File: src/rtl/totp_sequencer_if.sv
`default_nettype none
// ============================================================================
// Module   : totp_sequencer_if
// Brief    : Link between the TOTP sequencer and the HOTP core. The sequencer
//            supplies the step counter and the core reset. The core returns
//            its 20-bit code and a level done flag.
// Revision : 1.0 - initial release
// ============================================================================
interface totp_sequencer_if;
    logic [63:0] hotp_counter;
    logic        hotp_reset;
    logic [19:0] hotp_code;
    logic        hotp_done;

    // Sequencer side
    modport master (
        output hotp_counter,
        output hotp_reset,
        input  hotp_code,
        input  hotp_done
    );

    // HOTP core side
    modport slave (
        input  hotp_counter,
        input  hotp_reset,
        output hotp_code,
        output hotp_done
    );
endinterface
`default_nettype wire

File: src/rtl/totp_sequencer.sv
`default_nettype none
// ============================================================================
// Module   : totp_sequencer
// Brief    : RFC-6238 TOTP front end for an HOTP core. It keeps Unix seconds
//            and derives the step counter T = (time - T0) / STEP_SECONDS with
//            a serial restoring divider. It restarts the HOTP core whenever T
//            changes, then captures and holds the resulting code.
// Revision : 1.0 - initial release
// ============================================================================
module totp_sequencer #(
    parameter int unsigned CLK_HZ       = 100_000_000,
    parameter int unsigned STEP_SECONDS = 30,
    parameter logic [63:0] T0           = 64'd0
) (
    input  logic             clk,
    input  logic             reset,
    input  logic             time_load,
    input  logic [63:0]      time_value,
    totp_sequencer_if.master hotp,
    output logic [19:0]      code,
    output logic             code_valid,
    output logic [7:0]       seconds_left
);

    localparam int            c_PRE_W     = (CLK_HZ > 1) ? $clog2(CLK_HZ) : 1;
    localparam logic [c_PRE_W-1:0] c_PRE_MAX = c_PRE_W'(CLK_HZ - 1);
    localparam logic [7:0]    c_STEP      = 8'(STEP_SECONDS);
    localparam logic [7:0]    c_STEP_LAST = 8'(STEP_SECONDS - 1);
    localparam logic [8:0]    c_STEP9     = 9'(STEP_SECONDS);

    localparam logic [2:0] c_IDLE   = 3'd0;
    localparam logic [2:0] c_DIVIDE = 3'd1;
    localparam logic [2:0] c_START  = 3'd2;
    localparam logic [2:0] c_HASH   = 3'd3;
    localparam logic [2:0] c_HOLD   = 3'd4;

    logic [2:0]         r_state;
    logic [c_PRE_W-1:0] r_prescaler;
    logic [63:0]        r_unix_time;
    logic [7:0]         r_sub_sec;
    // r_step_t always tracks the true current T. r_hotp_counter only follows
    // it when the core is restarted, so the core never sees a moving counter.
    logic [63:0]        r_step_t;
    logic [63:0]        r_hotp_counter;
    logic               r_hotp_reset;
    logic [19:0]        r_code;
    logic               r_code_valid;
    logic               r_pending;
    logic [63:0]        r_div_q;
    logic [7:0]         r_div_rem;
    logic [5:0]         r_div_cnt;

    logic               w_running;
    logic               w_tick;
    logic               w_step;
    logic [63:0]        w_step_t_next;
    logic [64:0]        w_diff;
    logic [63:0]        w_dividend;
    logic [8:0]         w_rem_shift;
    logic               w_rem_ge;
    logic [7:0]         w_rem_next;
    logic [63:0]        w_quo_next;

    // The clock only runs once a time has been loaded and divided.
    assign w_running     = (r_state == c_START) || (r_state == c_HASH) || (r_state == c_HOLD);
    assign w_tick        = w_running && (r_prescaler == c_PRE_MAX);
    assign w_step        = w_tick && (r_sub_sec == c_STEP_LAST);
    assign w_step_t_next = w_step ? (r_step_t + 64'd1) : r_step_t;

    // Bit 64 is the borrow. A time earlier than T0 divides as zero.
    assign w_diff     = {1'b0, time_value} - {1'b0, T0};
    assign w_dividend = w_diff[64] ? 64'd0 : w_diff[63:0];

    // One restoring-division step. The remainder is always below STEP_SECONDS,
    // so 8 bits of the trial subtraction are exact.
    assign w_rem_shift = {r_div_rem, r_div_q[63]};
    assign w_rem_ge    = (w_rem_shift >= c_STEP9);
    assign w_rem_next  = w_rem_ge ? (w_rem_shift[7:0] - c_STEP) : w_rem_shift[7:0];
    assign w_quo_next  = {r_div_q[62:0], w_rem_ge};

    // Sequencer FSM, timekeeping and serial divider.
    always_ff @(posedge clk) begin
        if (reset) begin
            r_state        <= c_IDLE;
            r_prescaler    <= '0;
            r_unix_time    <= 64'd0;
            r_sub_sec      <= 8'd0;
            r_step_t       <= 64'd0;
            r_hotp_counter <= 64'd0;
            r_hotp_reset   <= 1'b1;
            r_code         <= 20'd0;
            r_code_valid   <= 1'b0;
            r_pending      <= 1'b0;
            r_div_q        <= 64'd0;
            r_div_rem      <= 8'd0;
            r_div_cnt      <= 6'd0;
        end else if (time_load) begin
            // A new time aborts any operation and wins over a tick or done.
            r_unix_time  <= time_value;
            r_div_q      <= w_dividend;
            r_div_rem    <= 8'd0;
            r_div_cnt    <= 6'd0;
            r_prescaler  <= '0;
            r_code_valid <= 1'b0;
            r_pending    <= 1'b0;
            r_hotp_reset <= 1'b1;
            r_state      <= c_DIVIDE;
        end else begin
            if (w_running) begin
                r_prescaler <= w_tick ? '0 : (r_prescaler + 1'b1);
                if (w_tick) begin
                    r_unix_time <= r_unix_time + 64'd1;
                    r_sub_sec   <= w_step ? 8'd0 : (r_sub_sec + 8'd1);
                end
                r_step_t <= w_step_t_next;
            end
            case (r_state)
                c_IDLE: begin
                    r_hotp_reset <= 1'b1;
                end
                c_DIVIDE: begin
                    r_div_q   <= w_quo_next;
                    r_div_rem <= w_rem_next;
                    r_div_cnt <= r_div_cnt + 6'd1;
                    if (r_div_cnt == 6'd63) begin
                        r_hotp_counter <= w_quo_next;
                        r_step_t       <= w_quo_next;
                        r_sub_sec      <= w_rem_next;
                        r_state        <= c_START;
                    end
                end
                c_START: begin
                    // A step landing here makes the hash stale before it starts.
                    if (w_step) begin
                        r_pending <= 1'b1;
                    end
                    r_hotp_reset <= 1'b0;
                    r_state      <= c_HASH;
                end
                c_HASH: begin
                    if (hotp.hotp_done) begin
                        if (r_pending || w_step) begin
                            r_pending      <= 1'b0;
                            r_hotp_counter <= w_step_t_next;
                            r_hotp_reset   <= 1'b1;
                            r_state        <= c_START;
                        end else begin
                            r_code       <= hotp.hotp_code;
                            r_code_valid <= 1'b1;
                            r_state      <= c_HOLD;
                        end
                    end else if (w_step) begin
                        r_pending <= 1'b1;
                    end
                end
                c_HOLD: begin
                    if (w_step) begin
                        r_code_valid   <= 1'b0;
                        r_hotp_counter <= w_step_t_next;
                        r_hotp_reset   <= 1'b1;
                        r_state        <= c_START;
                    end
                end
                default: begin
                    r_hotp_reset <= 1'b1;
                    r_state      <= c_IDLE;
                end
            endcase
        end
    end

    assign hotp.hotp_counter = r_hotp_counter;
    assign hotp.hotp_reset   = r_hotp_reset;
    assign code              = r_code;
    assign code_valid        = r_code_valid;
    assign seconds_left      = (r_state == c_IDLE) ? 8'd0 : (c_STEP - r_sub_sec);

endmodule
`default_nettype wire

File: src/flat_wrapper.sv
// flat-port wrapper written by rule: the top's interface ports become plain ports
module totp_sequencer_flat 
#(
    parameter int unsigned CLK_HZ       = 100_000_000,
    parameter int unsigned STEP_SECONDS = 30,
    parameter logic [63:0] T0           = 64'd0
)
  (clk, reset, time_load, time_value, code, code_valid, seconds_left, hotp_hotp_counter, hotp_hotp_reset, hotp_hotp_code, hotp_hotp_done);
  totp_sequencer_if hotp_i ();
  input  logic clk;
  input  logic reset;
  input  logic time_load;
  input  logic [63:0] time_value;
  output logic [19:0] code;
  output logic code_valid;
  output logic [7:0] seconds_left;
  output wire logic [$bits(hotp_i.hotp_counter)-1:0] hotp_hotp_counter;
  output wire logic [$bits(hotp_i.hotp_reset)-1:0] hotp_hotp_reset;
  input wire logic [$bits(hotp_i.hotp_code)-1:0] hotp_hotp_code;
  input wire logic [$bits(hotp_i.hotp_done)-1:0] hotp_hotp_done;
  assign hotp_hotp_counter = hotp_i.hotp_counter;
  assign hotp_hotp_reset = hotp_i.hotp_reset;
  assign hotp_i.hotp_code = hotp_hotp_code;
  assign hotp_i.hotp_done = hotp_hotp_done;
  totp_sequencer #(.CLK_HZ(CLK_HZ), .STEP_SECONDS(STEP_SECONDS), .T0(T0)) u_core (.clk(clk), .reset(reset), .time_load(time_load), .time_value(time_value), .hotp(hotp_i), .code(code), .code_valid(code_valid), .seconds_left(seconds_left));
endmodule
File: config.mk
export PLATFORM = sky130hd
export DESIGN_NAME = totp_sequencer_flat
export DESIGN_NICKNAME = d
export VERILOG_FILES = /design/src/rtl/totp_sequencer_if.sv /design/src/rtl/totp_sequencer.sv /design/src/flat_wrapper.sv
export SDC_FILE = /design/constraint.sdc
export NUM_CORES = 1
export LEC_CHECK = 0
export CORE_MARGIN = 2
export CORE_UTILIZATION = 56
export DETAILED_ROUTE_END_ITERATION = 8
export GPL_ROUTABILITY_DRIVEN = 0
export PLACE_DENSITY = 0.77
export SLEW_MARGIN = 20
export SYNTH_ARGS = -nofsm -noshare
export SYNTH_HDL_FRONTEND = slang
export SYNTH_SLANG_ARGS = --single-unit
File: constraint.sdc
create_clock -name clk -period 2.9 [get_ports clk]
set_input_delay 0.87 -clock clk [delete_from_list [all_inputs] [get_ports clk]]
set_output_delay 0.87 -clock clk [all_outputs]
set_load 0.01 [all_outputs]
==> results by group <==
Outcome
  • Status: completed

STA
  • Worst setup margin: 22.2 ps
  • Min cycle time layout: 2880 ps
  • Worst slew pin tran: 778 ps
  • Relative max-transition margin: 0.481
  • Max Freq: 347 MHz
  • Final count of hold timing violations: 0
  • Slew Viols, Final: 0
  • Setup tns final: 0 ps
  • Clk_skew: 11.8 ps
  • Fin crit share: 0.992
  • Final setup fails: 0

CTS
  • CTS Buffer Depth: 3
  • Clk_lat worst skew: around 550 ps
  • Clk slew on worst S/H paths: 60 ps
  • Cts hold-fix bufs: 0
  • CTS tree: yes
  • H-Tree Level Count: 1
  • Clk root buf: clkbuf_16
  • Clock sinks: 267
  • Num CTS Buffers: 29

Layout
  • Fill cell count: about 2000
  • Multi-input gate area: 7670 sq um
  • Nets: 2069
  • Fraction of layout cells with a size suffix above 1: 0.0957
  • Area Overhead vs Synth: 26.2%
  • Cell Count, Final, Fillers Out: 2319
  • Inserted Diodes: 0
  • Register area: 5350 sq um

Detailed routing
  • DR pass1 iterations: 6
  • Avg WL per Cell: roughly 19 microns
  • Vias: roughly 14000
  • Initial drt markers: 1521
  • DR DRC count: 0
  • Final wirelength: about 44000 microns
  • Post-DRT Antenna Nets: 0
  • Via/cell ratio: 6.19

Die
  • Die Span Y: 160 microns
  • Die width: 160 microns
  • Core area: 24100 sq um
  • Die area: 25600 sq um
  • I/O Pins: 182
  • Placement row count: 57
  • Initial core utilization: 0.565

Global routing
  • GR Util All Layers: 0.329
  • Largest net degree at the start of global routing: 94
  • Vias in the first global route: 13200
  • Initial antenna violation count: 0
  • Congestion Overflow GR: 0
  • First-pass GRT wire length: between 60000 and 70000 microns

Logic synthesis
  • FF+latch count, synth: 267
  • Top post-synthesis cells by area: dfxtp_1 (39%), a21oi_1 (8.6%), nand2_1 (7.9%), nor2_1 (5.5%), a22oi_1 (3.3%)
  • Seq/Total Area, Yosys: 0.393
  • Dominant cell by count in the synthesized netlist: nand2_1
  • Post-synthesis cell type count: 76
  • Yosys top cell by area: dfxtp_1
  • Syn Inst Count: 1799
  • Syn avg cell area: 7.57 sq um
  • Mapped Area: between 10000 and 15000 sq um
  • Post-synth ARST share: 0
  • Most used DFF post-synth: dfxtp_1
  • Post-synth EDFFs: 0
  • Top-area cell type share of the netlist area: 0.393
  • Yosys warning count: 0
  • Synth cell count leaders: nand2_1 (286), dfxtp_1 (267), a21oi_1 (235)
  • Post-Syn Nets: between 1500 and 2000

Critical path
  • R2R Path Start: u_core.r_state[2]
  • Flop2flop setup slack: 20 ps
  • Max Fanout on Critical Path: 8
  • Startpoint types: register
  • Worst endpoint required time: 3330 ps
  • Path depth of the worst reg2reg path: 9
  • Reg-to-reg endpoint: u_core.hotp.hotp_counter[58]
  • Crit path kind: register to register
  • Crit path arrival time: about 3300 ps
  • CP Capture Type: register

Hold path
  • Hold depth: 2
  • Worst Hold End: u_core.code[12]
  • Hold Startpoint: u_core.code[12]
  • HP Class: register to register

Power and ir drop
  • Static Leak: 5.88 nW
  • Cell area power density: 477 nW/um^2
  • Pwr Total: between 8 and 9 mW
  • Maximum VDD drop: 0.361 mV

Place
  • Pre-CTS setup slack: between 50 and 60 ps
  • Placed Cells: 2264
  • Final HPWL DP: 29600 microns
  • PortBufs: 181

Job
  • Max-capacitance violation count: 0
-- power by group --
part | switching (mW) | internal [mW] | leakage [nW] | total, mW
clock network | 1.54 | 2.30 | 0.498 | 3.84
logic | 0.309 | 0.234 | 3.21 | 0.544
registers | 0.0795 | 3.73 | 2.16 | 3.81
total | 1.93 | 6.27 | 5.88 | 8.19
-- cell type report --
cell class              instances  area share
repair buffers                280       0.154
clock buffers                  35      0.0465
inverters                      33     0.00721
multi-input cells            1363       0.447
flip-flops and latches        267       0.311
well taps                     324      0.0236
clock inverters                17      0.0111
-- flip-flops by register name, summed over array words and instances, names as in the netlist --
name / cells
u_core.code_valid: 1
u_core.r_state: 3
u_core.r_sub_sec: 8
u_core.r_div_rem: 8
u_core.hotp.hotp_reset: 1
u_core.hotp.hotp_counter: 64
u_core.r_div_cnt: 6
u_core.r_prescaler: 27
u_core.code: 20
u_core.r_pending: 1
u_core.r_step_t: 64
u_core.r_div_q: 64
-- worst max-delay path, cell delays in order, from the launching register on --
cell     delay (ps)
dfxtp_1         540
nor3b_4         320
buf_4           180
o211a_1         230
nand4_1         310
buf_4           290
nor4_2          420
xnor2_1         170
nand2_1          80
a22o_1          220
-- placed cells by master, fill, tap and decap left out, types with 22 or more instances in the layout --
| master | n |
|---|---|
| nor3_1 | 31 |
| o21ai_0 | 68 |
| dfxtp_1 | 265 |
| inv_1 | 33 |
| nand3_1 | 48 |
| a21oi_1 | 235 |
| xnor2_1 | 48 |
| xor2_1 | 38 |
| o21ai_1 | 45 |
| nand2_1 | 286 |
| clkdlybuf4s50_1 | 172 |
| buf_4 | 92 |
| and3_1 | 22 |
| clkbuf_16 | 29 |
| nand4_1 | 40 |
| nor2_1 | 198 |
| a22oi_1 | 59 |
-- timing repair --
action / CTS / global route
resized for setup: 11 / 10
pin swaps: 0 / 1
buffers inserted: 0 / 3
hold endpoints to repair: 0 / 0
endpoints found under the setup margin: 8 / 19
-- cell families (layout without fill, tap and decap cells) --
logic type                 Yosys count  in the layout  share of synthesized area
and+or+nand+nor                    730            730                      0.253
AOI/OAI and AO/OA                  529            529                      0.236
DFF                                267            267                      0.393
buffers and inverters              169            365                     0.0486
xor gates and xnor gates            86             86                     0.0553
muxes                               11             11                    0.00827
adders and majority gates            7              7                    0.00643
-- how the worst max path moves through the flow --
| stage | from | endpoint | slack, ps | cells after the start |
|---|---|---|---|---|
| after floorplan | u_core.r_sub_sec[0] | u_core.hotp.hotp_counter[9] | 240 | 9 |
| after global placement | u_core.r_prescaler[19] | u_core.hotp.hotp_counter[6] | 60 | 11 |
| after detailed placement | u_core.r_prescaler[19] | u_core.hotp.hotp_counter[9] | 60 | 8 |
| after CTS | u_core.r_sub_sec[0] | seconds_left[2] | 10 | 5 |
| after global routing | u_core.r_state[2] | u_core.hotp.hotp_counter[58] | -40 | 9 |
| final | u_core.r_state[2] | u_core.hotp.hotp_counter[58] | 20 | 9 |
-- through the flow --
step / hold slack, ps / util / instance area [sq um]
floorplan: 449 / - / 13600
CTS: 454 / 0.710 / 17100
global placement: 442 / 0.669 / 16100
global route: 474 / 0.713 / 17200
finish: 455 / 0.713 / 17200
detailed placement: 445 / 0.669 / 16100
-- layer usage --
metal | part of all wire | global-route usage
met1 | 0.42 | 0.451
met2 | 0.45 | 0.515
met3 | 0.095 | 0.0553
met4 | 0.039 | 0.138
met5 | 0 | 0
Note: power is estimated with default switching activity, not from simulation.
